`src/rtl/ip_gpio_pkg.sv`:
```
// Shared constants for the multi-port GPIO: register offsets within a port
// and the largest supported port count.
package ip_gpio_pkg;

  localparam int PORTS_MAX = 4;

  localparam logic [2:0] OFS_OUT   = 3'd0;
  localparam logic [2:0] OFS_DIR   = 3'd1;
  localparam logic [2:0] OFS_PIN   = 3'd2;
  localparam logic [2:0] OFS_IFLAG = 3'd3;
  localparam logic [2:0] OFS_IEN   = 3'd4;
  localparam logic [2:0] OFS_IEDGE = 3'd5;

endpackage

```
`src/rtl/ip_gpio_port.sv`:
```
// One 8-bit GPIO port: output/direction/interrupt registers, a 2-FF pin
// synchroniser with a history stage, and per-bit selectable edge flags.
module ip_gpio_port
  import ip_gpio_pkg::*;
(
  input  logic       clk,
  input  logic       reset_n,
  input  logic       armed,
  input  logic       wr_en,
  input  logic [2:0] ofs,
  input  logic [7:0] wdata,
  input  logic [7:0] gpi,
  output logic [7:0] gpo,
  output logic [7:0] gpo_oe,
  output logic [7:0] rdata,
  output logic       irq
);

  logic [7:0] out_r;
  logic [7:0] dir_r;
  logic [7:0] iflag_r;
  logic [7:0] ien_r;
  logic [7:0] iedge_r;
  logic [7:0] sync1_r;
  logic [7:0] sync_r;
  logic [7:0] prev_r;
  logic [7:0] edge_s;
  logic [7:0] set_s;
  logic [7:0] clr_s;

  // Edges come only from sync/prev, so flipping IEDGE alone cannot raise one.
  assign edge_s = (iedge_r & ~sync_r & prev_r) | (~iedge_r & sync_r & ~prev_r);
  assign set_s  = armed ? edge_s : 8'h00;
  assign clr_s  = (wr_en && (ofs == OFS_IFLAG)) ? wdata : 8'h00;

  assign gpo    = out_r;
  assign gpo_oe = dir_r;
  assign irq    = |(iflag_r & ien_r);

  // Software-writable configuration registers
  always_ff @(posedge clk or negedge reset_n) begin
    if (!reset_n) begin
      out_r   <= 8'h00;
      dir_r   <= 8'h00;
      ien_r   <= 8'h00;
      iedge_r <= 8'h00;
    end else if (wr_en) begin
      case (ofs)
        OFS_OUT:   out_r   <= wdata;
        OFS_DIR:   dir_r   <= wdata;
        OFS_IEN:   ien_r   <= wdata;
        OFS_IEDGE: iedge_r <= wdata;
        default:   out_r   <= out_r;
      endcase
    end
  end

  // Pin synchroniser and edge history
  always_ff @(posedge clk or negedge reset_n) begin
    if (!reset_n) begin
      sync1_r <= 8'h00;
      sync_r  <= 8'h00;
      prev_r  <= 8'h00;
    end else begin
      sync1_r <= gpi;
      sync_r  <= sync1_r;
      prev_r  <= sync_r;
    end
  end

  // Edge flags: W1C clear, with a simultaneous set taking priority
  always_ff @(posedge clk or negedge reset_n) begin
    if (!reset_n) begin
      iflag_r <= 8'h00;
    end else begin
      iflag_r <= (iflag_r & ~clr_s) | set_s;
    end
  end

  // Register read mux
  always_comb begin
    rdata = 8'h00;
    case (ofs)
      OFS_OUT:   rdata = out_r;
      OFS_DIR:   rdata = dir_r;
      OFS_PIN:   rdata = sync_r;
      OFS_IFLAG: rdata = iflag_r;
      OFS_IEN:   rdata = ien_r;
      OFS_IEDGE: rdata = iedge_r;
      default:   rdata = 8'h00;
    endcase
  end

endmodule

```
`src/rtl/ip_gpio_multi.sv`:
```
// Multi-port I/O-mapped GPIO on the MSX-50BUS slave interface: bus strobe
// conversion, address decode, power-up arming and the shared interrupt line.
module ip_gpio_multi
  import ip_gpio_pkg::*;
#(
  parameter logic [7:0] io_address = 8'h10,
  parameter int         PORTS      = 2
) (
  input  logic               clk,
  input  logic               reset_n,
  input  logic               iorq_n,
  input  logic [7:0]         address,
  input  logic               rd_n,
  input  logic               wr_n,
  input  logic [7:0]         d,
  output logic [7:0]         q,
  output logic               q_en,
  output logic [8*PORTS-1:0] gpo,
  output logic [8*PORTS-1:0] gpo_oe,
  input  logic [8*PORTS-1:0] gpi,
  output logic               int_n
);

  if ((PORTS < 1) || (PORTS > PORTS_MAX)) begin : g_bad_ports
    $error("ip_gpio_multi: PORTS out of range");
  end

  logic             iorq_n_r;
  logic             wr_n_r;
  logic             rd_n_r;
  logic [1:0]       arm_cnt_r;
  logic             armed_s;
  logic             w_wr_s;
  logic             w_rd_s;
  logic             hit_s;
  logic [4:0]       rel_s;
  logic [1:0]       port_sel_s;
  logic [2:0]       reg_ofs_s;
  logic [7:0]       port_rdata_s [PORTS];
  logic [PORTS-1:0] irq_s;
  logic [7:0]       rd_mux_s;

  assign w_wr_s = ~iorq_n_r & ~wr_n_r & wr_n;
  assign w_rd_s = ~iorq_n & rd_n_r & ~rd_n;

  // Base is 8-aligned, so the low five bits of the difference give port and offset.
  assign hit_s      = ({1'b0, address} >= {1'b0, io_address}) &&
                      ({1'b0, address} <  ({1'b0, io_address} + 9'(8 * PORTS)));
  assign rel_s      = address[4:0] - io_address[4:0];
  assign port_sel_s = rel_s[4:3];
  assign reg_ofs_s  = rel_s[2:0];
  assign armed_s    = (arm_cnt_r == 2'd3);

  // Bus strobe history for edge detection
  always_ff @(posedge clk or negedge reset_n) begin
    if (!reset_n) begin
      iorq_n_r <= 1'b1;
      wr_n_r   <= 1'b1;
      rd_n_r   <= 1'b1;
    end else begin
      iorq_n_r <= iorq_n;
      wr_n_r   <= wr_n;
      rd_n_r   <= rd_n;
    end
  end

  // Arming delay: blocks flags from pins already high when reset releases
  always_ff @(posedge clk or negedge reset_n) begin
    if (!reset_n) begin
      arm_cnt_r <= 2'd0;
    end else if (!armed_s) begin
      arm_cnt_r <= arm_cnt_r + 2'd1;
    end
  end

  for (genvar p = 0; p < PORTS; p++) begin : g_port
    ip_gpio_port u_port (
      .clk     (clk),
      .reset_n (reset_n),
      .armed   (armed_s),
      .wr_en   (w_wr_s && hit_s && (port_sel_s == 2'(p))),
      .ofs     (reg_ofs_s),
      .wdata   (d),
      .gpi     (gpi[8*p +: 8]),
      .gpo     (gpo[8*p +: 8]),
      .gpo_oe  (gpo_oe[8*p +: 8]),
      .rdata   (port_rdata_s[p]),
      .irq     (irq_s[p])
    );
  end

  // Port read mux
  always_comb begin
    rd_mux_s = 8'h00;
    for (int i = 0; i < PORTS; i++) begin
      rd_mux_s = rd_mux_s | ((port_sel_s == 2'(i)) ? port_rdata_s[i] : 8'h00);
    end
  end

  // Registered read data, one-cycle pulse
  always_ff @(posedge clk or negedge reset_n) begin
    if (!reset_n) begin
      q    <= 8'h00;
      q_en <= 1'b0;
    end else if (w_rd_s && hit_s) begin
      q    <= rd_mux_s;
      q_en <= 1'b1;
    end else begin
      q    <= 8'h00;
      q_en <= 1'b0;
    end
  end

  // Interrupt request register
  always_ff @(posedge clk or negedge reset_n) begin
    if (!reset_n) begin
      int_n <= 1'b1;
    end else begin
      int_n <= ~|irq_s;
    end
  end

endmodule

```
`config.mk`:
```
export PLATFORM = sky130hd
export DESIGN_NAME = ip_gpio_multi
export DESIGN_NICKNAME = d
export VERILOG_FILES = /design/src/rtl/ip_gpio_pkg.sv /design/src/rtl/ip_gpio_port.sv /design/src/rtl/ip_gpio_multi.sv
export SDC_FILE = /design/constraint.sdc
export NUM_CORES = 1
export LEC_CHECK = 0
export BUFFER_PORTS_ARGS = -buffer_cell sky130_fd_sc_hd__buf_2
export CAP_MARGIN = 0
export CORE_MARGIN = 2
export CORE_UTILIZATION = 58
export DETAILED_ROUTE_END_ITERATION = 7
export PLACE_DENSITY = 0.86
export SYNTH_ARGS = -nofsm -noshare
export SYNTH_HDL_FRONTEND = slang
export SYNTH_HIERARCHICAL = 1
export SYNTH_SLANG_ARGS = --single-unit
```
`constraint.sdc`:
```
create_clock -name clk -period 2.7 [get_ports clk]
set_input_delay 0.405 -clock clk [delete_from_list [all_inputs] [get_ports clk]]
set_output_delay 0.405 -clock clk [all_outputs]
set_load 0.005 [all_outputs]
```
==> metrics.md <==
| Metric | Value |
|---|---|
| Status | completed |
| Die H | 108 µm |
| PwrDens | 674 nW/µm² |
| Slew Viols, Final | 0 |
| Setup TNS | 0 ps |
| Die Area | 11600 µm² |
| YS warnings | 6 |
| Sequential area share after synthesis | 57.5% |
| Worst-Margin Slew | 532 ps |
| CP Capture Type | flop |
| Switching share of total power | 21.5% |
| Vias | 4361 |
| CTS tree | done |
| Clock sink total | 143 |
| Final period util | 87.7% |
| Worst-Skew Late Latency | 540 ps |
| CP arrival | 2790 ps |
| Routed wire length | 15200 µm |
| Critical Path Max Stage Delay | 520 ps |
| Core area | 10400 µm² |
| Overflow after GRT | 0 |
| RSZ-0062 raised after global routing | false |
| Final min period | 2370 ps |
| Global-route wire length before repair | 24400 µm |
| Hold WC Path Type | in -> reg |
| Port buffer count | 78 |
| CTS clk-pin slew, worst paths | 60 ps |
| P&R area growth vs syn | 22.3% |
| Pwr Total | 0.00513 W |
| Diode count | 0 |
| WS Path Type | in -> reg |
| Unique cell type count in the Yosys netlist | 39 |
| Syn Area/Cell | 13.5 µm² |
| Post-Syn Instances | 461 |
| CP Max Fanout | 8 |
| Row count | 37 |
| Most used DFF post-synth | dfrtp_1 |
| DRT iter0 DRCs | 383 |
| DR vias/cell | 6.07 |
| Largest cells by area after synthesis | dfrtp_1 56%, mux2_2 16%, mux2i_1 3.2%, a22o_1 2.2%, o21ai_0 2.2% |
| Seq pwr share | 43.7% |
| Fill cell count | 667 |
| CTS Buf Count | 17 |
| Max-Cap Viols | 0 |
| GRT Total Usage | 28.3% |
| Final net count | 607 |
| Synth Register Bits | 143 |
| Antenna viol nets, final | 0 |
| CP delay by family, top | simple AND/OR/NAND/NOR gates |
| P_sw | 0.00110 W |
| Ports | 79 |
| Startpoint type of the worst setup path | primary input |
| Number of flops mapped to enable cells by yosys | 0 |
| Die W | 108 µm |
| Post-route DRC | 0 |
| Area leader, netlist | dfrtp_1 |
| Ordered list of cells on the worst path | dlygate4sd3_1 > buf_2 > or3b_2 > nor3_2 > and3_1 > mux2_2 |
| DR pass1 iterations | 5 |
| Worst rel slew slack | 64.6% |
| Hold_ws | 263 ps |
| Largest net degree at the start of global routing | 53 |
| Multi-input gate area | 2470 µm² |
| Initial antenna violation count | 0 |
| Int Pwr | 0.00403 W |
| DP Wirelength | 9770 µm |
| Peak Freq | 422 MHz |
| Root Driver | clkbuf_8 |
| Yosys top cell area share | 55.8% |
| Syn_nets | 499 |
| Post-CTS Setup Repair Bufs | 0 |
| CP max stage cell | dlygate4sd3_1 |
| Clock network power share | 50.2% |
| Clk_skew | 7.02 ps |
| Comb power frac | 6.1% |
| Async SR Flop Fraction | 100% |
| VDD IR max | 0.557 mV |
| Static leakage | 3.62 nW |
| Maximum clock insertion buffer count | 2 |
| Worst path bufs/invs | 2 |
| Area after DPL | 6760 µm² |
| Vias in the first global route | 4606 |
| Hold Violations, Final | 0 |
| Gpl congestion | 0.901 |
| Fraction of final layout cells sized beyond drive strength 1 | 40.7% |
| Initial Utilization | 60.1% |
| H-tree depth | 4 |
| Syn Std Cell Area | 6230 µm² |
| Final Setup Violations | 0 |
| Worst Path Required | 3120 ps |
| Final instance area | 7620 µm² |
| DR WL/cell | 21.1 µm |
| Register area | 3580 µm² |
==> what timing repair did <==
item                      in CTS  in global routing
hold buffers                  20                  0
hold endpoints to repair      62                  0
resized for setup              0                  0
==> power by group through the flow <==
stage          sequential, W  clock (W)  combinational [W]
6_report             0.00224    0.00258           0.000314
5_1_grt              0.00225    0.00270           0.000341
4_1_cts              0.00224    0.00261           0.000312
3_5_place_dp         0.00228          0           0.000285
3_3_place_gp         0.00227          0           0.000276
2_1_floorplan        0.00227          0           0.000144
==> flip-flops by register name, summed over array words and instances (netlist names), 16 cells and up <==
register	count
g_port.u_port/prev_r	16
g_port.u_port/iedge_r	16
g_port.u_port/gpo	16
g_port.u_port/sync1_r	16
g_port.u_port/sync_r	16
g_port.u_port/ien_r	16
g_port.u_port/iflag_r	16
g_port.u_port/gpo_oe	16
==> final cells by class <==
type | instances | area share [%]
Inverter | 3 | 0.148
Clock buffer | 23 | 6.26
Multi-Input combinational cell | 292 | 32.4
Tap cell | 136 | 2.23
Timing Repair Buffer | 112 | 9.54
Sequential cell | 143 | 47.0
Clock inverter | 9 | 2.36
==> cells in the mapped netlist, types with 3 or more instances <==
library cell / n
a32oi_1: 4
nand2_1: 24
mux2i_1: 20
inv_1: 3
a221oi_1: 4
o21a_1: 4
dfstp_2: 4
a22o_1: 16
nand2b_1: 18
o21ai_0: 28
a21oi_1: 4
nand3_1: 4
buf_2: 8
buf_6: 7
dfrtp_1: 139
nand3b_1: 16
buf_4: 4
nor2_1: 4
a31oi_1: 4
a211o_1: 4
mux2_2: 89
nor3_2: 9
a22oi_1: 16
==> worst min-delay path, stage by stage <==
cell and delay (ps):
buf_2 170, nand2_1 80, a22o_1 110
==> per-stage QoR <==
step                      util (%)  setup WS [ps]  instances
final                         73.5            333        718
after global routing          73.5            315        718
after CTS                     73.5            368        718
after detailed placement      65.2            155        666
after global placement        65.2            226        666
after floorplan                  -            441        461
==> cell usage in the layout, fill, tap and decap left out, types with 3 or more instances in the layout <==
master           n
mux2i_1         20
dfrtp_1        139
dlygate4sd3_1   20
a21oi_1          4
inv_1            3
a211o_1          4
nor3_2           9
a22oi_1         16
dfstp_2          4
a31oi_1          4
nand3_1          4
clkbuf_16       16
o21a_1           4
nand2b_1        18
a32oi_1          4
nand2_1         24
a221oi_1         4
clkbuf_8         5
mux2_2          89
nand3b_1        16
buf_2           77
a22o_1          16
buf_4           12
bufinv_16        5
o21ai_0         28
nor2_1           4
==> path summary, 6_finish.rpt <==
| path | depth (start not counted) | slack, ps | start | to |
|---|---|---|---|---|
| worst max-delay path | 6 | 330 | wr_n | g_port[1].u_port/ien_r[3] |
| worst min-delay path | 3 | 260 | d[1] | g_port[1].u_port/iflag_r[1] |
| worst max register to register | 4 | 460 | wr_n_r | g_port[1].u_port/ien_r[3] |
| worst min register to register | 0 | 340 | g_port[0].u_port/sync1_r[3] | g_port[0].u_port/sync_r[3] |
| max in group asynchronous | 3 | 1630 | reset_n | int_n |
| min in group asynchronous | 2 | 350 | reset_n | g_port[0].u_port/iflag_r[1] |
==> logic make-up (layout without fill, tap and decap cells) <==
group / after synthesis / count (layout) / share of synthesized area (%)
flops: 143 / 143 / 57.5
mux: 109 / 109 / 19.3
simple gates: 97 / 97 / 10.7
compound gates: 84 / 84 / 9.32
buf+inv: 26 / 147 / 2.81
fa+ha+maj: 1 / 1 / 0.201
xor+xnor: 1 / 1 / 0.141
==> routing by layer <==
metal  up-vias  GRT usage (%)  wire length (µm)
met5         -              0                 0
met4         0           10.1               309
met3        33           8.17              1040
met2       170           45.5              7510
met1      2244           36.9              6320
li1       1914              -                 -
No activity file was read; power rests on OpenSTA's default activity.
